### src/rtl/alu_control_mc_pkg.sv
// Shared encodings for the multicycle ALU-control decoder: funct codes,
// alu_op classes, ALU control codes, FSM states and the decoded payload.
package alu_control_mc_pkg;

  localparam int unsigned FUNCT_W    = 6;
  localparam int unsigned ALU_CODE_W = 4;

  localparam int unsigned OP_MEM = 0;
  localparam int unsigned OP_BEQ = 1;
  localparam int unsigned OP_RTY = 2;
  localparam int unsigned OP_ORI = 3;

  localparam logic [FUNCT_W-1:0] F_ADD  = 6'b100000;
  localparam logic [FUNCT_W-1:0] F_SUB  = 6'b100010;
  localparam logic [FUNCT_W-1:0] F_AND  = 6'b100100;
  localparam logic [FUNCT_W-1:0] F_OR   = 6'b100101;
  localparam logic [FUNCT_W-1:0] F_NOR  = 6'b100111;
  localparam logic [FUNCT_W-1:0] F_SLT  = 6'b101010;
  localparam logic [FUNCT_W-1:0] F_SLL  = 6'b000000;
  localparam logic [FUNCT_W-1:0] F_SRL  = 6'b000010;
  localparam logic [FUNCT_W-1:0] F_MULT = 6'b011000;
  localparam logic [FUNCT_W-1:0] F_DIV  = 6'b011010;

  localparam logic [ALU_CODE_W-1:0] ALU_AND  = 4'b0000;
  localparam logic [ALU_CODE_W-1:0] ALU_OR   = 4'b0001;
  localparam logic [ALU_CODE_W-1:0] ALU_ADD  = 4'b0010;
  localparam logic [ALU_CODE_W-1:0] ALU_SUB  = 4'b0110;
  localparam logic [ALU_CODE_W-1:0] ALU_SLT  = 4'b0111;
  localparam logic [ALU_CODE_W-1:0] ALU_SLL  = 4'b1000;
  localparam logic [ALU_CODE_W-1:0] ALU_SRL  = 4'b1001;
  localparam logic [ALU_CODE_W-1:0] ALU_MULT = 4'b1010;
  localparam logic [ALU_CODE_W-1:0] ALU_DIV  = 4'b1011;
  localparam logic [ALU_CODE_W-1:0] ALU_NOR  = 4'b1100;

  typedef enum logic {
    ST_IDLE = 1'b0,
    ST_MC   = 1'b1
  } state_e;

  typedef struct packed {
    logic [ALU_CODE_W-1:0] ctrl;
    logic                  multi;
    logic                  illegal;
  } dec_t;

  function automatic int unsigned max_u(input int unsigned a, input int unsigned b);
    return (a > b) ? a : b;
  endfunction

endpackage

### src/rtl/alu_control_mc_decode.sv
// Combinational alu_op/funct decode into ALU control code plus multi/illegal flags.
module alu_control_mc_decode
  import alu_control_mc_pkg::*;
#(
  parameter int unsigned OP_W = 4
) (
  input  logic [OP_W-1:0]    alu_op,
  input  logic [FUNCT_W-1:0] funct,
  output dec_t               dec_c
);

  always_comb begin
    dec_c = '0;
    if (alu_op == OP_W'(OP_MEM)) begin
      dec_c.ctrl = ALU_ADD;
    end else if (alu_op == OP_W'(OP_BEQ)) begin
      dec_c.ctrl = ALU_SUB;
    end else if (alu_op == OP_W'(OP_ORI)) begin
      dec_c.ctrl = ALU_OR;
    end else if (alu_op == OP_W'(OP_RTY)) begin
      case (funct)
        F_ADD:   dec_c.ctrl = ALU_ADD;
        F_SUB:   dec_c.ctrl = ALU_SUB;
        F_AND:   dec_c.ctrl = ALU_AND;
        F_OR:    dec_c.ctrl = ALU_OR;
        F_NOR:   dec_c.ctrl = ALU_NOR;
        F_SLT:   dec_c.ctrl = ALU_SLT;
        F_SLL:   dec_c.ctrl = ALU_SLL;
        F_SRL:   dec_c.ctrl = ALU_SRL;
        F_MULT: begin
          dec_c.ctrl  = ALU_MULT;
          dec_c.multi = 1'b1;
        end
        F_DIV: begin
          dec_c.ctrl  = ALU_DIV;
          dec_c.multi = 1'b1;
        end
        default: dec_c.illegal = 1'b1;
      endcase
    end else begin
      dec_c.illegal = 1'b1;
    end
  end

endmodule

### src/rtl/alu_control_mc.sv
// Registered, handshaked ALU-control decoder; MULT/DIV results are held back
// by a down-counter so out_valid appears N cycles after acceptance.
module alu_control_mc
  import alu_control_mc_pkg::*;
#(
  parameter int unsigned OP_W        = 4,
  parameter int unsigned CTRL_W      = 4,
  parameter int unsigned MULT_CYCLES = 4,
  parameter int unsigned DIV_CYCLES  = 32
) (
  input  logic               clk,
  input  logic               rst,
  input  logic               flush,
  input  logic               in_valid,
  output logic               in_ready,
  input  logic [OP_W-1:0]    alu_op,
  input  logic [FUNCT_W-1:0] funct,
  output logic               out_valid,
  input  logic               out_ready,
  output logic [CTRL_W-1:0]  alu_ctrl,
  output logic               multi,
  output logic               illegal,
  output logic               busy
);

  localparam int unsigned CNT_W = $clog2(max_u(MULT_CYCLES, DIV_CYCLES) + 1);
  localparam logic [CNT_W-1:0] MULT_N = CNT_W'(MULT_CYCLES);
  localparam logic [CNT_W-1:0] DIV_N  = CNT_W'(DIV_CYCLES);

  state_e                state_q, state_d;
  logic [CNT_W-1:0]      count_q, count_d;
  logic                  out_valid_q, out_valid_d;
  logic                  busy_q, busy_d;
  logic [ALU_CODE_W-1:0] alu_ctrl_q, alu_ctrl_d;
  logic                  multi_q, multi_d;
  logic                  illegal_q, illegal_d;

  dec_t             dec_c;
  logic             accept_c;
  logic [CNT_W-1:0] n_sel_c;

  alu_control_mc_decode #(.OP_W(OP_W)) u_decode (
    .alu_op (alu_op),
    .funct  (funct),
    .dec_c  (dec_c)
  );

  assign in_ready = (state_q == ST_IDLE) && (!out_valid_q || out_ready) && !flush;
  assign accept_c = in_valid && in_ready;
  assign n_sel_c  = (dec_c.ctrl == ALU_DIV) ? DIV_N : MULT_N;

  // Next-state: flush wins; otherwise drain handshake, then accept or count down.
  always_comb begin
    state_d     = state_q;
    count_d     = count_q;
    out_valid_d = out_valid_q;
    busy_d      = busy_q;
    alu_ctrl_d  = alu_ctrl_q;
    multi_d     = multi_q;
    illegal_d   = illegal_q;
    if (flush) begin
      state_d     = ST_IDLE;
      count_d     = '0;
      out_valid_d = 1'b0;
      busy_d      = 1'b0;
    end else begin
      if (out_valid_q && out_ready) out_valid_d = 1'b0;
      case (state_q)
        ST_IDLE: begin
          if (accept_c) begin
            alu_ctrl_d = dec_c.ctrl;
            multi_d    = dec_c.multi;
            illegal_d  = dec_c.illegal;
            // N==1 multicycle ops complete like single-cycle ones.
            if (dec_c.multi && (n_sel_c > CNT_W'(1))) begin
              state_d     = ST_MC;
              busy_d      = 1'b1;
              count_d     = n_sel_c - CNT_W'(1);
              out_valid_d = 1'b0;
            end else begin
              out_valid_d = 1'b1;
            end
          end
        end
        ST_MC: begin
          count_d = count_q - CNT_W'(1);
          if (count_q == CNT_W'(1)) begin
            state_d     = ST_IDLE;
            busy_d      = 1'b0;
            out_valid_d = 1'b1;
          end
        end
        default: state_d = ST_IDLE;
      endcase
    end
  end

  always_ff @(posedge clk or posedge rst) begin
    if (rst) begin
      state_q     <= ST_IDLE;
      count_q     <= '0;
      out_valid_q <= 1'b0;
      busy_q      <= 1'b0;
      alu_ctrl_q  <= '0;
      multi_q     <= 1'b0;
      illegal_q   <= 1'b0;
    end else begin
      state_q     <= state_d;
      count_q     <= count_d;
      out_valid_q <= out_valid_d;
      busy_q      <= busy_d;
      alu_ctrl_q  <= alu_ctrl_d;
      multi_q     <= multi_d;
      illegal_q   <= illegal_d;
    end
  end

  assign out_valid = out_valid_q;
  assign busy      = busy_q;
  assign alu_ctrl  = CTRL_W'(alu_ctrl_q);
  assign multi     = multi_q;
  assign illegal   = illegal_q;

endmodule

### config.mk
export PLATFORM = sky130hd
export DESIGN_NAME = alu_control_mc
export DESIGN_NICKNAME = d
export VERILOG_FILES = /design/src/rtl/alu_control_mc_pkg.sv /design/src/rtl/alu_control_mc_decode.sv /design/src/rtl/alu_control_mc.sv
export SDC_FILE = /design/constraint.sdc
export NUM_CORES = 1
export LEC_CHECK = 0
export ABC_CLOCK_PERIOD_IN_PS = 1700
export CAP_MARGIN = 10
export CORE_MARGIN = 5
export CORE_UTILIZATION = 48
export DETAILED_ROUTE_END_ITERATION = 10
export PLACE_DENSITY = 0.76
export SLEW_MARGIN = 20
export SYNTH_ARGS = -nofsm -noshare
export SYNTH_HDL_FRONTEND = slang
export SYNTH_SLANG_ARGS = --single-unit
### constraint.sdc
create_clock -name clk -period 1.7 [get_ports clk]
set_input_delay 0.34 -clock clk [delete_from_list [all_inputs] [get_ports clk]]
set_output_delay 0.34 -clock clk [all_outputs]
set_load 0.05 [all_outputs]
* Word-level counts from Yosys, hierarchy flattened *
Index checks and enable logic that the tools add are counted.

storage, ports and cells
  register bits after elaboration = 15
  word-level logic and storage cells = 76
  input bits = 15
  output and inout port bits = 9

operators by class
  reduce and logical (&&, ||, !) cells = 15
  eq/ne operators = 17
  muxes and demuxes = 32
  add/subtract/negate cells = 2
  bitwise gates (word level) = 2
  $lt $le $gt $ge = 1

operators by type and width
  operator                                                                  number
  6-bit == test (second input constant)                                     6
  4-bit one-hot mux with 9 select lines                                     1
  6-bit 2-to-1 mux                                                          4
  1-bit 2-to-1 mux                                                          16
  6-bit by 5-bit == test with 1-bit output (second input constant)          2
  4-bit 2-to-1 mux                                                          3
  6-bit one-hot mux with 2 select lines                                     1
  6-bit by 1-bit subtractor with 6-bit output (second input constant)       2
  10-bit OR reduction                                                       1
  4-bit by 2-bit == test with 1-bit output (second input constant)          2
  6-bit by 1-bit == test with 1-bit output (second input constant)          1
  6-bit by 2-bit == test with 1-bit output (second input constant)          1
  6-bit by 1-bit > comparator with 1-bit output (second input constant)     1
  6-bit logical NOT                                                         1
  2-bit 2-to-1 mux                                                          3
  3-bit by 2-bit inequality test with 1-bit output (second input constant)  2
  1-bit one-hot mux with 2 select lines                                     3
  3-bit AND reduction                                                       2
  1-bit logical AND                                                         5
  5-bit 2-to-1 mux                                                          1
  4-bit by 1-bit == test with 1-bit output (second input constant)          1
  4-bit == test (second input constant)                                     1
  4-bit logical NOT                                                         1
  3-bit inequality test (second input constant)                             1
  other kinds (5)                                                           7

* Longest topological paths before layout *
  depth after elaboration = 15
  mapped depth = 6
  mapped depth without buffers = 6

* Hierarchy *
A second synthesis with hierarchy kept.

unflattened totals
  cell total of the unflattened synthesis = 113
  area, all modules = 1037.2 um^2

modules (own cells, without submodules)
  module                 cells an instance  instances  area an instance (um^2)  sequential area each (um^2)
  alu_control_mc         76                 1          805.8                    375.4
  alu_control_mc_decode  37                 1          231.5                    0.0

* Worst setup path after synthesis *
OpenSTA, ideal clock, no wires.

  kind = flip-flop to output port
  start = register out_valid_q (netlist: out_valid)
  end = output in_ready
  stages on the path, launching flop included = 3
  path slack = -0.476 ns
  data arrival time = 1.836 ns
  path through = dfrtp_1 -> nor2b_1 -> nor3_1

on the way
  cells in the longest elaborated chain, start to end = 4

RTL lines
  item                             line                   source
  from (decl)                      alu_control_mc.sv:32   logic out_valid_q, out_valid_d;
  from (signal assigned)           alu_control_mc.sv:110  out_valid_q <= out_valid_d;
  1-bit logical NOT                alu_control_mc.sv:48   assign in_ready = (state_q == ST_IDLE) && (!out_valid_q || out_ready) && !flush;
  1-bit logical OR                 alu_control_mc.sv:48
  1-bit logical AND (2 in series)  alu_control_mc.sv:48
  to (decl)                        alu_control_mc.sv:15   output logic in_ready,

No other way between the ends.

* Final worst setup path *
  start = input flush
  end = output in_ready

on the way
  cells in the longest elaborated chain, start to end = 2

RTL lines
  item               line                  source
  from (decl)        alu_control_mc.sv:13  input logic flush,
  1-bit logical NOT  alu_control_mc.sv:48
  1-bit logical AND  alu_control_mc.sv:48

No other way between the ends.

==> results.txt <==
Dividing the detail-routed via count by the number of cells gives 5.47. The worst path in the final design needs a cycle of 1.64 ns, including I/O delays and setup. The share of the Yosys chip area taken by registers is 38.5%. The number of standard cells in the layout, taps in and fillers out is 172. Across the VDD grid, the largest voltage drop is 0.000441 V. Proportion of synthesized flip-flops having asynchronous set or reset: 100%. The count of antenna-violating nets left after detailed routing is 0. The count of input and output buffers came out at 23. The post-route netlist has 26.9% of its cells at a drive strength greater than 1. Total number of H-tree levels: 1. The achievable frequency came out at 0.610 GHz.

Via count of the first global-routing pass: 945. Clock tree synthesis selected as its root buffer the cell clkbuf_4. The buffer levels on the longest clock path is 2, and the number of buffers and inverters on the critical path is 3.

The area added between synthesis and finish was 41.5%. By area the synthesized netlist is led by dfrtp_1 (38%), o21ai_0 (4.6%), xnor2_1 (3.6%), nand2b_1 (3.2%), inv_1 (3.1%). The critical path goes through clkdlybuf4s50_1, buf_6, nor3_4, buf_12. Headroom to the max-slew limit came out at 61.5%. Measured along the y axis, the die boundary spans 55.1 um. Initial antenna violation count: 0.

Mapped cell area: 976 sq um. Summed over all nets, the half-perimeter wirelength after detailed placement is 1930 um. The largest area contributor in the synthesized netlist is dfrtp_1.

The logs give 122 for the total nets after synthesis and 0 for the total grt overflow. In this run the count of I/O pins placed on the die edge is 24. Number of slew-limit violations in the final report: 0. After synthesis, the mean cell area works out to 9.29 sq um. On the critical path, the stage with the largest delay is an instance of clkdlybuf4s50_1. The number of placed instances, taps included, is 168. Wire length of the first global-routing pass: 4130 um.

Overall power consumption after layout is estimated at 0.796 mW. The number of antenna diodes in the final layout is 0. The tool flagged a number of max-cap violations equal to 0. The run gives 0 as the number of hold violations in the final report.

For the clock insertion delay at the later pin of the skew report, the log shows 0.29 ns. For this run, the leading register cell type out of synthesis is dfrtp_1. The run gives 0 as the remaining design rule violation count. The final-layout worst hold slack was 0.399 ns; the weighted congestion at the end of routability-driven global placement was 0.880. The initial core utilization is 50.3%.

After detailed routing, the total wire length is 2500 um. For this design the ratio of total power to cell area is 576 nW/um^2. On the critical path the largest part of the delay comes from buffers and inverters. The number of vias after detailed routing was 941; the floorplan die width was 55.1 um. After layout, the worst path uses 96.4% of the clock period. The total area inside the core boundary comes to 1940 sq um. STA puts the critical path data required time at 1.36 ns. In the final routed layout, each cell accounts on average for 14.5 um.

The total of fill cells in the finished design was 145; the signal arrival time at the worst endpoint was 1.30 ns. For the total routing usage reported by global routing, the log shows 19.1%. The clock net in this run drives a total of 15 sinks. The class of the worst hold path was in -> async. The synthesized flop and latch total was 15.

STA classifies the critical path endpoint as an output pin. The run gives 0 as the hold-fix buffer count after cts. The fraction of post-synthesis cell area in the top cell type by area was 38.5%. The warning count from the yosys run is 0, and the clock edge transition at the registers on the reported setup and hold paths is 0.10 ns. The flow ran to the end, and the final reports show no timing, DRC or antenna violations. TritonCTS built the clock tree. Synthesis produced a netlist whose cell count is 105. Entering global routing, the biggest net connects 16 pins. The area of the die is 3030 sq um, and the total of endpoints with negative setup slack in the final report is 0. Between clock sinks in the finished design, the worst skew comes to 0.00278 ns. Ranked by instance count, the synthesized netlist is headed by dfrtp_1 (15), o21ai_0 (9), inv_1 (8).

The first detailed-routing pass took 4 iterations. Actual transition at the worst max-transition pin: 0.576 ns. The worst setup path is launched from a primary input. For this block, the initial DRC count from the detailed router was 48. Counting the buffers created by CTS gives 3.

Summed over all failing endpoints, the final setup total negative slack is 0 ns. The critical path in this run is classified as in -> out. The floorplan has 16 rows. Among all cell types in the netlist, the one instantiated most often is dfrtp_1.

For this design the static power due to leakage is 0.642 nW. Yosys mapped a number of flops with a built-in enable equal to 0. The distinct cell type count after synthesis was 42; the peak per-stage delay on the critical path was 0.44 ns.

In this run the worst path has a maximum fanout of 10. The net count of the finished layout is 163.
[cells in the final DEF (no fill, tap or decap), types with 3 or more instances in the layout]
master	n
buf_4	23
nand3_1	4
nand2b_1	5
a31oi_1	4
nand2_1	4
clkdlybuf4s50_1	12
clkbuf_4	3
xnor2_1	4
dfrtp_1	15
inv_1	8
o21ai_0	9
nor2_1	5
[final timing paths]
path,startpoint,to,slack [ns],cells after the start
worst max register to register,count_q[2],count_q[5],0.22,4
worst min register to register,multi,multi,0.49,2
worst max-delay path,flush,in_ready,0.06,4
worst min-delay path,rst,count_q[0],0.40,2
max in group asynchronous,rst,illegal,0.92,2
min in group clk,multi,multi,0.49,2
[per-stage QoR]
| step | instance area (sq um) | worst slack (ns) | util [%] |
|---|---|---|---|
| floorplan | 987 | 0.140 | - |
| global placement | 1340 | -0.220 | 69.1 |
| detailed placement | 1340 | -0.246 | 69.1 |
| CTS | 1370 | 0.0173 | 70.6 |
| global route | 1380 | -0.00729 | 71.1 |
| finish | 1380 | 0.0613 | 71.1 |
[timing repair]
action                                  CTS  global route
gates resized for setup                   0             4
buffers inserted                          0             0
endpoints found under the setup margin    0             5
[worst register-to-register path, stage by stage, from the launching register on]
cell and delay, ns:
dfrtp_1 0.42, or3_1 0.45, o31a_1 0.25, o21ai_0 0.17
a21oi_1 0.08
[cell type report]
type | count | area, sq um | share of cell area, %
Clock inverter | 1 | 5.00 | 0.362
Clock buffer | 3 | 22.5 | 1.63
Timing Repair Buffer | 39 | 349 | 25.3
Inverter | 9 | 33.8 | 2.45
Multi-Input combinational cell | 78 | 562 | 40.7
Tap cell | 27 | 33.8 | 2.45
Sequential cell | 15 | 375 | 27.2
[cell families (layout without fill, tap and decap cells)]
kind of cell / Yosys count / after routing / synth area share [%]
fa+ha+maj: 2 / 2 / 2.56
simple gates: 35 / 35 / 21.3
compound gates: 35 / 35 / 26.9
flops: 15 / 15 / 38.5
xor+xnor: 6 / 6 / 5.38
buf+inv: 12 / 52 / 5.38
[flip-flops by register name (all words and copies together) (netlist names)]
name	cells
busy	1
illegal	1
state_q	1
out_valid	1
count_q	6
alu_ctrl	4
multi	1
[power breakdown]
part / internal [mW] / total [mW] / switching (mW)
clock: 0.0875 / 0.213 / 0.126
combinational: 0.0971 / 0.211 / 0.114
sequential: 0.366 / 0.372 / 0.00579
total: 0.551 / 0.796 / 0.245
[layer usage]
layer  up-vias  track usage, %  wire [um]
met5         -               0          0
met4         0            6.07         27
met3         4            2.14        136
met2        27            31.9       1240
met1       438            25.7       1100
li1        472               -          -
Note: power is estimated with default switching activity, not from simulation.
